File: config.mk
export PLATFORM = sky130hd
export DESIGN_NAME = ddr_fold_accum_flat
export DESIGN_NICKNAME = d
export VERILOG_FILES = /design/src/rtl/maxbw_pkg.sv /design/src/rtl/ddr_fold_accum_if.sv /design/src/rtl/ddr_capture.sv /design/src/rtl/ddr_fold_accum.sv /design/src/flat_wrapper.sv
export SDC_FILE = /design/constraint.sdc
export NUM_CORES = 1
export LEC_CHECK = 0
export CAP_MARGIN = 20
export CORE_MARGIN = 2
export CORE_UTILIZATION = 45
export DETAILED_ROUTE_END_ITERATION = 8
export PLACE_DENSITY = 0.65
export RECOVER_POWER = 50
export SYNTH_ARGS = -nofsm -noshare
export SYNTH_HDL_FRONTEND = slang
export SYNTH_HIERARCHICAL = 1
export SYNTH_SLANG_ARGS = --single-unit
File: constraint.sdc
create_clock -name clk -period 11.6 [get_ports clk]
set_input_delay 1.16 -clock clk [delete_from_list [all_inputs] [get_ports clk]]
set_output_delay 1.16 -clock clk [all_outputs]
set_load 0.005 [all_outputs]
File: src/rtl/maxbw_pkg.sv
// rtl/maxbw_pkg.sv - shared constants and types for the DDR fold accumulator
package maxbw_pkg;

    // Fold operator encoding on the mode input; MODE_RSVD folds as XOR.
    localparam logic [1:0] MODE_XOR  = 2'b00;
    localparam logic [1:0] MODE_ADD  = 2'b01;
    localparam logic [1:0] MODE_OR   = 2'b10;
    localparam logic [1:0] MODE_RSVD = 2'b11;

    typedef enum logic [1:0] {
        ST_IDLE  = 2'b00,
        ST_ACCUM = 2'b01,
        ST_HOLD  = 2'b10
    } state_t;

    // PRBS7 x^7 + x^6 + 1: next bit is the XOR of the two oldest history bits.
    localparam int PRBS7_LEN   = 7;
    localparam int PRBS7_TAP_A = 6;
    localparam int PRBS7_TAP_B = 5;

    function automatic logic prbs7_predict(input logic [PRBS7_LEN-1:0] hist);
        return hist[PRBS7_TAP_A] ^ hist[PRBS7_TAP_B];
    endfunction

endpackage

File: src/rtl/ddr_fold_accum_if.sv
// rtl/ddr_fold_accum_if.sv - data/control/result bundle of the DDR fold accumulator
// master: drives in_data, mode, start, out_ready (the source/consumer side)
// slave : drives busy, out_data, out_valid, overrun, err_count (the accumulator)
interface ddr_fold_accum_if #(
    parameter int IN_W  = 16,
    parameter int OUT_W = 8
);
    logic [IN_W-1:0]  in_data;
    logic [1:0]       mode;
    logic             start;
    logic             busy;
    logic [OUT_W-1:0] out_data;
    logic             out_valid;
    logic             out_ready;
    logic             overrun;
    logic [7:0]       err_count;

    modport master (
        output in_data, mode, start, out_ready,
        input  busy, out_data, out_valid, overrun, err_count
    );

    modport slave (
        input  in_data, mode, start, out_ready,
        output busy, out_data, out_valid, overrun, err_count
    );
endinterface

File: src/rtl/ddr_capture.sv
// rtl/ddr_capture.sv - rising/falling edge capture pair for a DDR input bus
// clk     : in_lo loads on the rising edge, in_hi on the falling edge
// in_data : pad-side DDR bus
// in_lo   : half captured on the rising edge
// in_hi   : half captured on the following falling edge
module ddr_capture #(
    parameter int IN_W = 16
) (
    input  logic            clk,
    input  logic [IN_W-1:0] in_data,
    output logic [IN_W-1:0] in_lo,
    output logic [IN_W-1:0] in_hi
);

    // Pad capture flops carry no reset; the beat is only consumed under FSM control.
    always_ff @(posedge clk) begin
        in_lo <= in_data;
    end

    always_ff @(negedge clk) begin
        in_hi <= in_data;
    end

endmodule

File: src/rtl/ddr_fold_accum.sv
// rtl/ddr_fold_accum.sv - DDR ingress fold/accumulate signature over a 2^WIN_LOG2 beat window
// Optional PRBS7 checker on bit 0 of each half-beat: define MAXBW_PRBS_CHECK_EN.
// clk, rst : single clock, synchronous active-high reset
// bus      : in_data/mode/start in, busy/out_data/out_valid/overrun/err_count out,
//            out_ready in (valid/ready result handshake)
module ddr_fold_accum
    import maxbw_pkg::*;
#(
    parameter int IN_W     = 16,
    parameter int OUT_W    = 8,
    parameter int WIN_LOG2 = 4
) (
    input  logic              clk,
    input  logic              rst,
    ddr_fold_accum_if.slave   bus
);

    localparam int NSLICE = 2 * IN_W / OUT_W;
    localparam int CNT_W  = (WIN_LOG2 > 0) ? WIN_LOG2 : 1;
    localparam logic [CNT_W-1:0] LAST = CNT_W'((1 << WIN_LOG2) - 1);

    logic [IN_W-1:0]    in_lo;
    logic [IN_W-1:0]    in_hi;
    logic [2*IN_W-1:0]  beat;
    logic [OUT_W-1:0]   fold;
    logic [OUT_W-1:0]   acc_q;
    logic [OUT_W-1:0]   acc_next;
    logic [CNT_W-1:0]   cnt_q;
    logic [1:0]         mode_q;
    logic [OUT_W-1:0]   out_data_q;
    logic               out_valid_q;
    logic               overrun_q;
    state_t             state_q;
    state_t             state_d;
    logic               start_ok;
    logic               ovr_set;
    logic               accept;

    ddr_capture #(.IN_W(IN_W)) u_cap (
        .clk     (clk),
        .in_data (bus.in_data),
        .in_lo   (in_lo),
        .in_hi   (in_hi)
    );

    function automatic logic [OUT_W-1:0] apply_op(
        input logic [1:0]       m,
        input logic [OUT_W-1:0] a,
        input logic [OUT_W-1:0] b
    );
        case (m)
            MODE_ADD: return a + b;
            MODE_OR:  return a | b;
            default:  return a ^ b;
        endcase
    endfunction

    // Zero is the identity of all three operators, so the fold can seed from it.
    assign beat = {in_hi, in_lo};

    always_comb begin
        fold = '0;
        for (int i = 0; i < NSLICE; i++) begin
            fold = apply_op(mode_q, fold, beat[i*OUT_W +: OUT_W]);
        end
    end

    assign acc_next = apply_op(mode_q, acc_q, fold);

    always_ff @(posedge clk) begin
        if (rst) begin
            state_q <= ST_IDLE;
        end else begin
            state_q <= state_d;
        end
    end

    always_comb begin
        state_d  = state_q;
        start_ok = 1'b0;
        ovr_set  = 1'b0;
        accept   = 1'b0;
        case (state_q)
            ST_IDLE: begin
                if (bus.start) begin
                    state_d  = ST_ACCUM;
                    start_ok = 1'b1;
                end
            end
            ST_ACCUM: begin
                ovr_set = bus.start;
                if (cnt_q == LAST) begin
                    state_d = ST_HOLD;
                end
            end
            ST_HOLD: begin
                if (bus.out_ready) begin
                    accept = 1'b1;
                    if (bus.start) begin
                        state_d  = ST_ACCUM;
                        start_ok = 1'b1;
                    end else begin
                        state_d = ST_IDLE;
                    end
                end else begin
                    ovr_set = bus.start;
                end
            end
            default: state_d = ST_IDLE;
        endcase
    end

    always_ff @(posedge clk) begin
        if (rst) begin
            acc_q       <= '0;
            cnt_q       <= '0;
            mode_q      <= MODE_XOR;
            out_data_q  <= '0;
            out_valid_q <= 1'b0;
            overrun_q   <= 1'b0;
        end else begin
            if (ovr_set) begin
                overrun_q <= 1'b1;
            end
            if (accept) begin
                out_valid_q <= 1'b0;
            end
            if (start_ok) begin
                acc_q  <= '0;
                cnt_q  <= '0;
                mode_q <= bus.mode;
            end else if (state_q == ST_ACCUM) begin
                acc_q <= acc_next;
                cnt_q <= cnt_q + CNT_W'(1);
                if (cnt_q == LAST) begin
                    out_data_q  <= acc_next;
                    out_valid_q <= 1'b1;
                end
            end
        end
    end

    assign bus.busy      = (state_q == ST_ACCUM);
    assign bus.out_data  = out_data_q;
    assign bus.out_valid = out_valid_q;
    assign bus.overrun   = overrun_q;

`ifdef MAXBW_PRBS_CHECK_EN
    logic [PRBS7_LEN-1:0] hist_q;
    logic [PRBS7_LEN-1:0] hist_mid;
    logic [PRBS7_LEN-1:0] hist_d;
    logic                 err_lo;
    logic                 err_hi;
    logic [8:0]           err_sum;
    logic [7:0]           err_q;

    // Two bits per beat, in_lo first: the second prediction sees in_lo already shifted in.
    always_comb begin
        err_lo   = in_lo[0] ^ prbs7_predict(hist_q);
        hist_mid = {hist_q[PRBS7_LEN-2:0], in_lo[0]};
        err_hi   = in_hi[0] ^ prbs7_predict(hist_mid);
        hist_d   = {hist_mid[PRBS7_LEN-2:0], in_hi[0]};
        err_sum  = {1'b0, err_q} + {8'd0, err_lo} + {8'd0, err_hi};
    end

    // Self-synchronising: the history always follows the line, only counting is gated.
    always_ff @(posedge clk) begin
        hist_q <= hist_d;
    end

    always_ff @(posedge clk) begin
        if (rst) begin
            err_q <= '0;
        end else if (start_ok) begin
            err_q <= '0;
        end else if (state_q == ST_ACCUM) begin
            err_q <= err_sum[8] ? 8'hFF : err_sum[7:0];
        end
    end

    assign bus.err_count = err_q;
`else
    assign bus.err_count = '0;
`endif

endmodule

File: src/flat_wrapper.sv
// flat-port wrapper written by rule: the top's interface ports become plain ports
module ddr_fold_accum_flat import maxbw_pkg::*;
#(
    parameter int IN_W     = 16,
    parameter int OUT_W    = 8,
    parameter int WIN_LOG2 = 4
)
  (clk, rst, bus_in_data, bus_mode, bus_start, bus_out_ready, bus_busy, bus_out_data, bus_out_valid, bus_overrun, bus_err_count);
  ddr_fold_accum_if #(.IN_W(IN_W), .OUT_W(OUT_W)) bus_i ();
  input  logic clk;
  input  logic rst;
  input wire logic [$bits(bus_i.in_data)-1:0] bus_in_data;
  input wire logic [$bits(bus_i.mode)-1:0] bus_mode;
  input wire logic [$bits(bus_i.start)-1:0] bus_start;
  input wire logic [$bits(bus_i.out_ready)-1:0] bus_out_ready;
  output wire logic [$bits(bus_i.busy)-1:0] bus_busy;
  output wire logic [$bits(bus_i.out_data)-1:0] bus_out_data;
  output wire logic [$bits(bus_i.out_valid)-1:0] bus_out_valid;
  output wire logic [$bits(bus_i.overrun)-1:0] bus_overrun;
  output wire logic [$bits(bus_i.err_count)-1:0] bus_err_count;
  assign bus_i.in_data = bus_in_data;
  assign bus_i.mode = bus_mode;
  assign bus_i.start = bus_start;
  assign bus_i.out_ready = bus_out_ready;
  assign bus_busy = bus_i.busy;
  assign bus_out_data = bus_i.out_data;
  assign bus_out_valid = bus_i.out_valid;
  assign bus_overrun = bus_i.overrun;
  assign bus_err_count = bus_i.err_count;
  ddr_fold_accum #(.IN_W(IN_W), .OUT_W(OUT_W), .WIN_LOG2(WIN_LOG2)) u_core (.clk(clk), .rst(rst), .bus(bus_i));
endmodule
Word level (Yosys, flattened, before mapping)
Cells that the tools add are included.
Word-level totals
  flip-flop bits (word level): 58
  input bits: 22
  logic and storage cells: 55
  output and inout bits: 19
Cells by class
  add/sub/neg operators: 5
  equality and inequality tests: 8
  bitwise gates (word level): 9
  multiplexer cells: 20
  reductions and logical operators: 4
Operators by type and width (number)
  $pmux W8 S2: 4
  $add A8 B8 Y8: 4
  $or A8 B8 Y8: 4
  $xor A8 B8 Y8: 4
  $mux W1: 10
  $mux W2: 3
  $pmux W2 S3: 1
  $reduce_and A3 Y1: 2
  $add A4 B1 Y4 const B: 1
  $eq A2 B1 Y1 const B: 2
  $eq A2 B2 Y1 const B: 2
  $eq A4 B4 Y1 const B: 1
  $ne A2 B2 Y1 const B: 2
  $pmux W1 S2: 2
  $logic_not A2 Y1: 1
  $ne A2 B1 Y1 const B: 1
  $reduce_or A2 Y1: 1
  $not A1 Y1: 1

Depth between registers and ports, before layout
  depth in word-level cells: 8
  gate-level depth with buffers: 26
  depth with buffers taken out: 25

Hierarchy
Netlist, hierarchy kept.
Modules (own cells, without submodules)
  ddr_fold_accum: sequential area each 520.5 µm², times used 1, cells an instance 458, area each 3574.7 µm²
  ddr_capture: sequential area each 640.6 µm², times used 1, cells an instance 33, area each 644.4 µm²

==> flow_metrics.tcl <==
set metrics [dict create \
    status "finished, final reports clean" \
    r2r_end "u_core/acc_q[7]$_SDFFE_PP0P_" \
    grtUsageTotal 0.186 \
    holdBufCountCts 0 \
    clk_pin_slew_ps 70 \
    fin_setup_tns_ps 0 \
    syn_area_sq_mm 0.00422 \
    ys_seq_elements 58 \
    antenna_found_initial 0 \
    ir_worst_vdd_mv 0.0870 \
    vias 3483 \
    cp_max_fo 5 \
    critPathCapture "u_core/acc_q[7]$_SDFFE_PP0P_" \
    start_util 0.461 \
    synth_xor_area_frac 0.00830 \
    die_h_microns 101 \
    grt_pass1_wl_microns 15200 \
    antennaDiodeCount 0 \
    seq_area_frac_synth 0.275 \
    top_layer "met4" \
    ys_warn_count 6 \
    swShare 0.367 \
    critPathKind "reg -> reg" \
    powerDensity_mw_per_mm2 147 \
    dp_cells 618 \
    dr_wl_met3_microns 366 \
    htreeDepth 3 \
    async_flop_share 0 \
    cts_tree "yes" \
    synth_compound_area_frac 0.248 \
    overflow 0 \
    cts_resized 0 \
    synthCells 491 \
    cp.arrival_ps 10300 \
    clk_latency_ps 380 \
    nNetsFinal 627 \
    synth.avg_cell_area_sq_um 8.59 \
    max_stage_delay_ps 440 \
    grt_pass1_vias 3456 \
    crit_path_cell_trace "ha_1 -> fa_1 -> a21oi_2 -> o21bai_1 -> mux2i_1 -> o221ai_1 -> inv_1 -> ha_1 -> nor2_1 -> nor2b_1 -> a21oi_1 -> mux2_4 -> a221oi_1 -> ha_1 -> o21a_1 -> o211ai_1 -> nand3_1 -> a311oi_1" \
    slew_viol_final 0 \
    synth-simple-area-share 0.109 \
    vias_per_cell 5.37 \
    synthAdderAreaFrac 0.221 \
    reg2reg_depth 18 \
    synth_top_family_by_area "compound AO/OA/AOI/OAI gates" \
    drv_cap 0 \
    pwr-share-comb 0.397 \
    leakage_uw 0.00229 \
    drc 0 \
    worstSetupStartpoint "u_core/u_cap/in_hi[0]$_DFF_N_" \
    grt_max_degree 61 \
    critPathMostFrequentCell "ha_1" \
    postCtsSetupBuffers 0 \
    required_ps 11830 \
    wire_per_inst_microns 13.4 \
    cts_root_buf "clkbuf_8" \
    portBuffers 32 \
    die_area_sq_mm 0.0102 \
    hold_viol 0 \
    dp_hpwl_microns 6360 \
    reg2reg_from "u_core/u_cap/in_hi[0]$_DFF_N_" \
    whs_ps 485 \
    worst_pin_slew_ps 942 \
    fin_util 0.529 \
    pwr-share-seq 0.306 \
    synth-edff-count 0 \
    synthFlopType "dfxtp_1" \
    place_congestion 0.902 \
    p_switching_uw 262 \
    final_cells 649 \
    clockPowerShare 0.297 \
    slowest_stage "fa_1" \
    ios 41 \
    rsz0062_at_grt "no" \
    crit_path_end_kind "flop" \
    r2r_slack_ps 1530 \
    design_area_sq_mm 0.00484 \
    dieWidth_microns 101 \
    post_dp_cell_area_sq_mm 0.00458 \
    ant_nets 0 \
    wl_microns 8670 \
    drive_above_1_share 0.0762 \
    clock_sinks 58 \
    synthMuxAreaShare 0.0433 \
    dr.pass1.iters 4 \
    hp-class "reg -> reg" \
    synth_cell_types 62 \
    area_delta_synth_final_pct 14.7 \
    maxSlewHeadroom 0.372 \
    setup.worst_path.start_class "flop" \
    wl_met1_microns 4150 \
    cts_max_path_buffers 2 \
    numCtsBuffers 9 \
    p_int_uw 452 \
    finClkSkew_ps 52.1 \
    core_region_area_sq_mm 0.00915 \
    drt_iter0_markers 130 \
    rows 35 \
    finalSetupViolCount 0 \
    met2WireLength_microns 4020 \
]
[per-layer routing]
layer,up-vias,track usage
li1,1783,-
met1,1634,0.232
met2,56,0.318
met3,10,0.0402
met4,0,0.0611
met5,-,0
[through the flow]
stage	setup slack, ps	total power [uW]
6_report	1530	714
3_5_place_dp	1570	514
4_1_cts	1510	722
5_1_grt	1280	776
2_1_floorplan	1950	461
3_3_place_gp	1700	508
[critical path: cells and delay by family (launching register included)]
family / cells / cell delay [ps]
AND/OR/NAND/NOR: 3 / 330
buffers and inverters: 1 / 80
flip-flops: 1 / 310
AO/OA/AOI/OAI: 8 / 1640
adder cells (fa/ha/maj): 4 / 1330
multiplexers: 2 / 450
[final cells by class]
cell class / count / area, sq um
Clock inverter: 20 / 105
Fill cell: 823 / 4310
Multi-Input combinational cell: 346 / 2690
Timing Repair Buffer: 35 / 343
Tap cell: 111 / 139
Inverter: 67 / 251
Sequential cell: 58 / 1160
Clock buffer: 12 / 155
[power by group through the flow]
stage | Sequential [uW] | Combinational (uW) | Clock (uW)
floorplan | 220 | 231 | 8.98
global route | 220 | 324 | 231
finish | 219 | 283 | 212
detailed placement | 223 | 283 | 8.98
CTS | 219 | 285 | 217
global placement | 222 | 276 | 8.98
[state kept, by name, indices dropped and copies added (netlist names)]
register and flops:
u_core/bus.out_data 8, u_core/state_q 2, u_core/u_cap/in_hi 16, u_core/u_cap/in_lo 16, u_core/bus.overrun 1, u_core/mode_q 2
u_core/cnt_q 4, u_core/bus.out_valid 1, u_core/acc_q 8
[cells in the mapped netlist (5+ instances only)]
cell type  count  area, sq um
o21ai_1       10         50.1
clkbuf_1       5         18.8
o221ai_1       6         52.6
a21o_1         9         67.6
inv_1         66          248
o32a_1         5         50.1
nand2b_1       5         31.3
o21a_1         5         37.5
a311oi_1       6         52.6
buf_2          9         45.0
nand2_1       27          101
a211oi_1      12         90.1
mux2i_1       10          100
o211ai_1       7         52.6
buf_4          9         67.6
dfxtp_1       58         1160
nor2_1        55          206
a21oi_1       21          105
o21ai_0       16         80.1
nor3_1         6         30.0
ha_1          68          851
[cells in the final DEF, fill, tap and decap left out, types with 5 or more instances in the layout]
cell type | synthesis | layout
o21ai_1 | 10 | 10
a21oi_1 | 21 | 21
dfxtp_1 | 58 | 58
o32a_1 | 5 | 5
a211oi_1 | 12 | 12
clkbuf_8 | 0 | 11
o21ai_0 | 16 | 16
o211ai_1 | 7 | 7
dlygate4sd3_1 | 0 | 28
a21o_1 | 9 | 9
nor3_1 | 6 | 6
mux2i_1 | 10 | 10
inv_1 | 66 | 81
nor2_1 | 55 | 55
a311oi_1 | 6 | 6
ha_1 | 68 | 68
conb_1 | 1 | 8
o21a_1 | 5 | 5
nand2b_1 | 5 | 5
nand2_1 | 27 | 27
o221ai_1 | 6 | 6
[worst min-delay path by stage]
stage / depth (start not counted) / end / start
after floorplan: 2 / u_core/acc_q[7]$_SDFFE_PP0P_ / u_core/acc_q[7]$_SDFFE_PP0P_
final: 2 / u_core/bus.out_valid$_SDFF_PP0_ / u_core/bus.out_valid$_SDFF_PP0_
after detailed placement: 2 / u_core/bus.overrun$_SDFFE_PP0P_ / u_core/bus.overrun$_SDFFE_PP0P_
after CTS: 2 / u_core/bus.overrun$_SDFFE_PP0P_ / u_core/bus.overrun$_SDFFE_PP0P_
after global placement: 2 / u_core/acc_q[7]$_SDFFE_PP0P_ / u_core/acc_q[7]$_SDFFE_PP0P_
after global routing: 2 / u_core/acc_q[7]$_SDFFE_PP0P_ / u_core/acc_q[7]$_SDFFE_PP0P_
[cells by family after synthesis]
| logic type | after synthesis |
|---|---|
| xor+xnor | 4 |
| flops | 58 |
| fa+ha+maj | 72 |
| buf+inv | 94 |
| compound gates | 139 |
| other cells | 1 |
| mux | 16 |
| simple gates | 107 |
(Power assumes the default switching activity.)
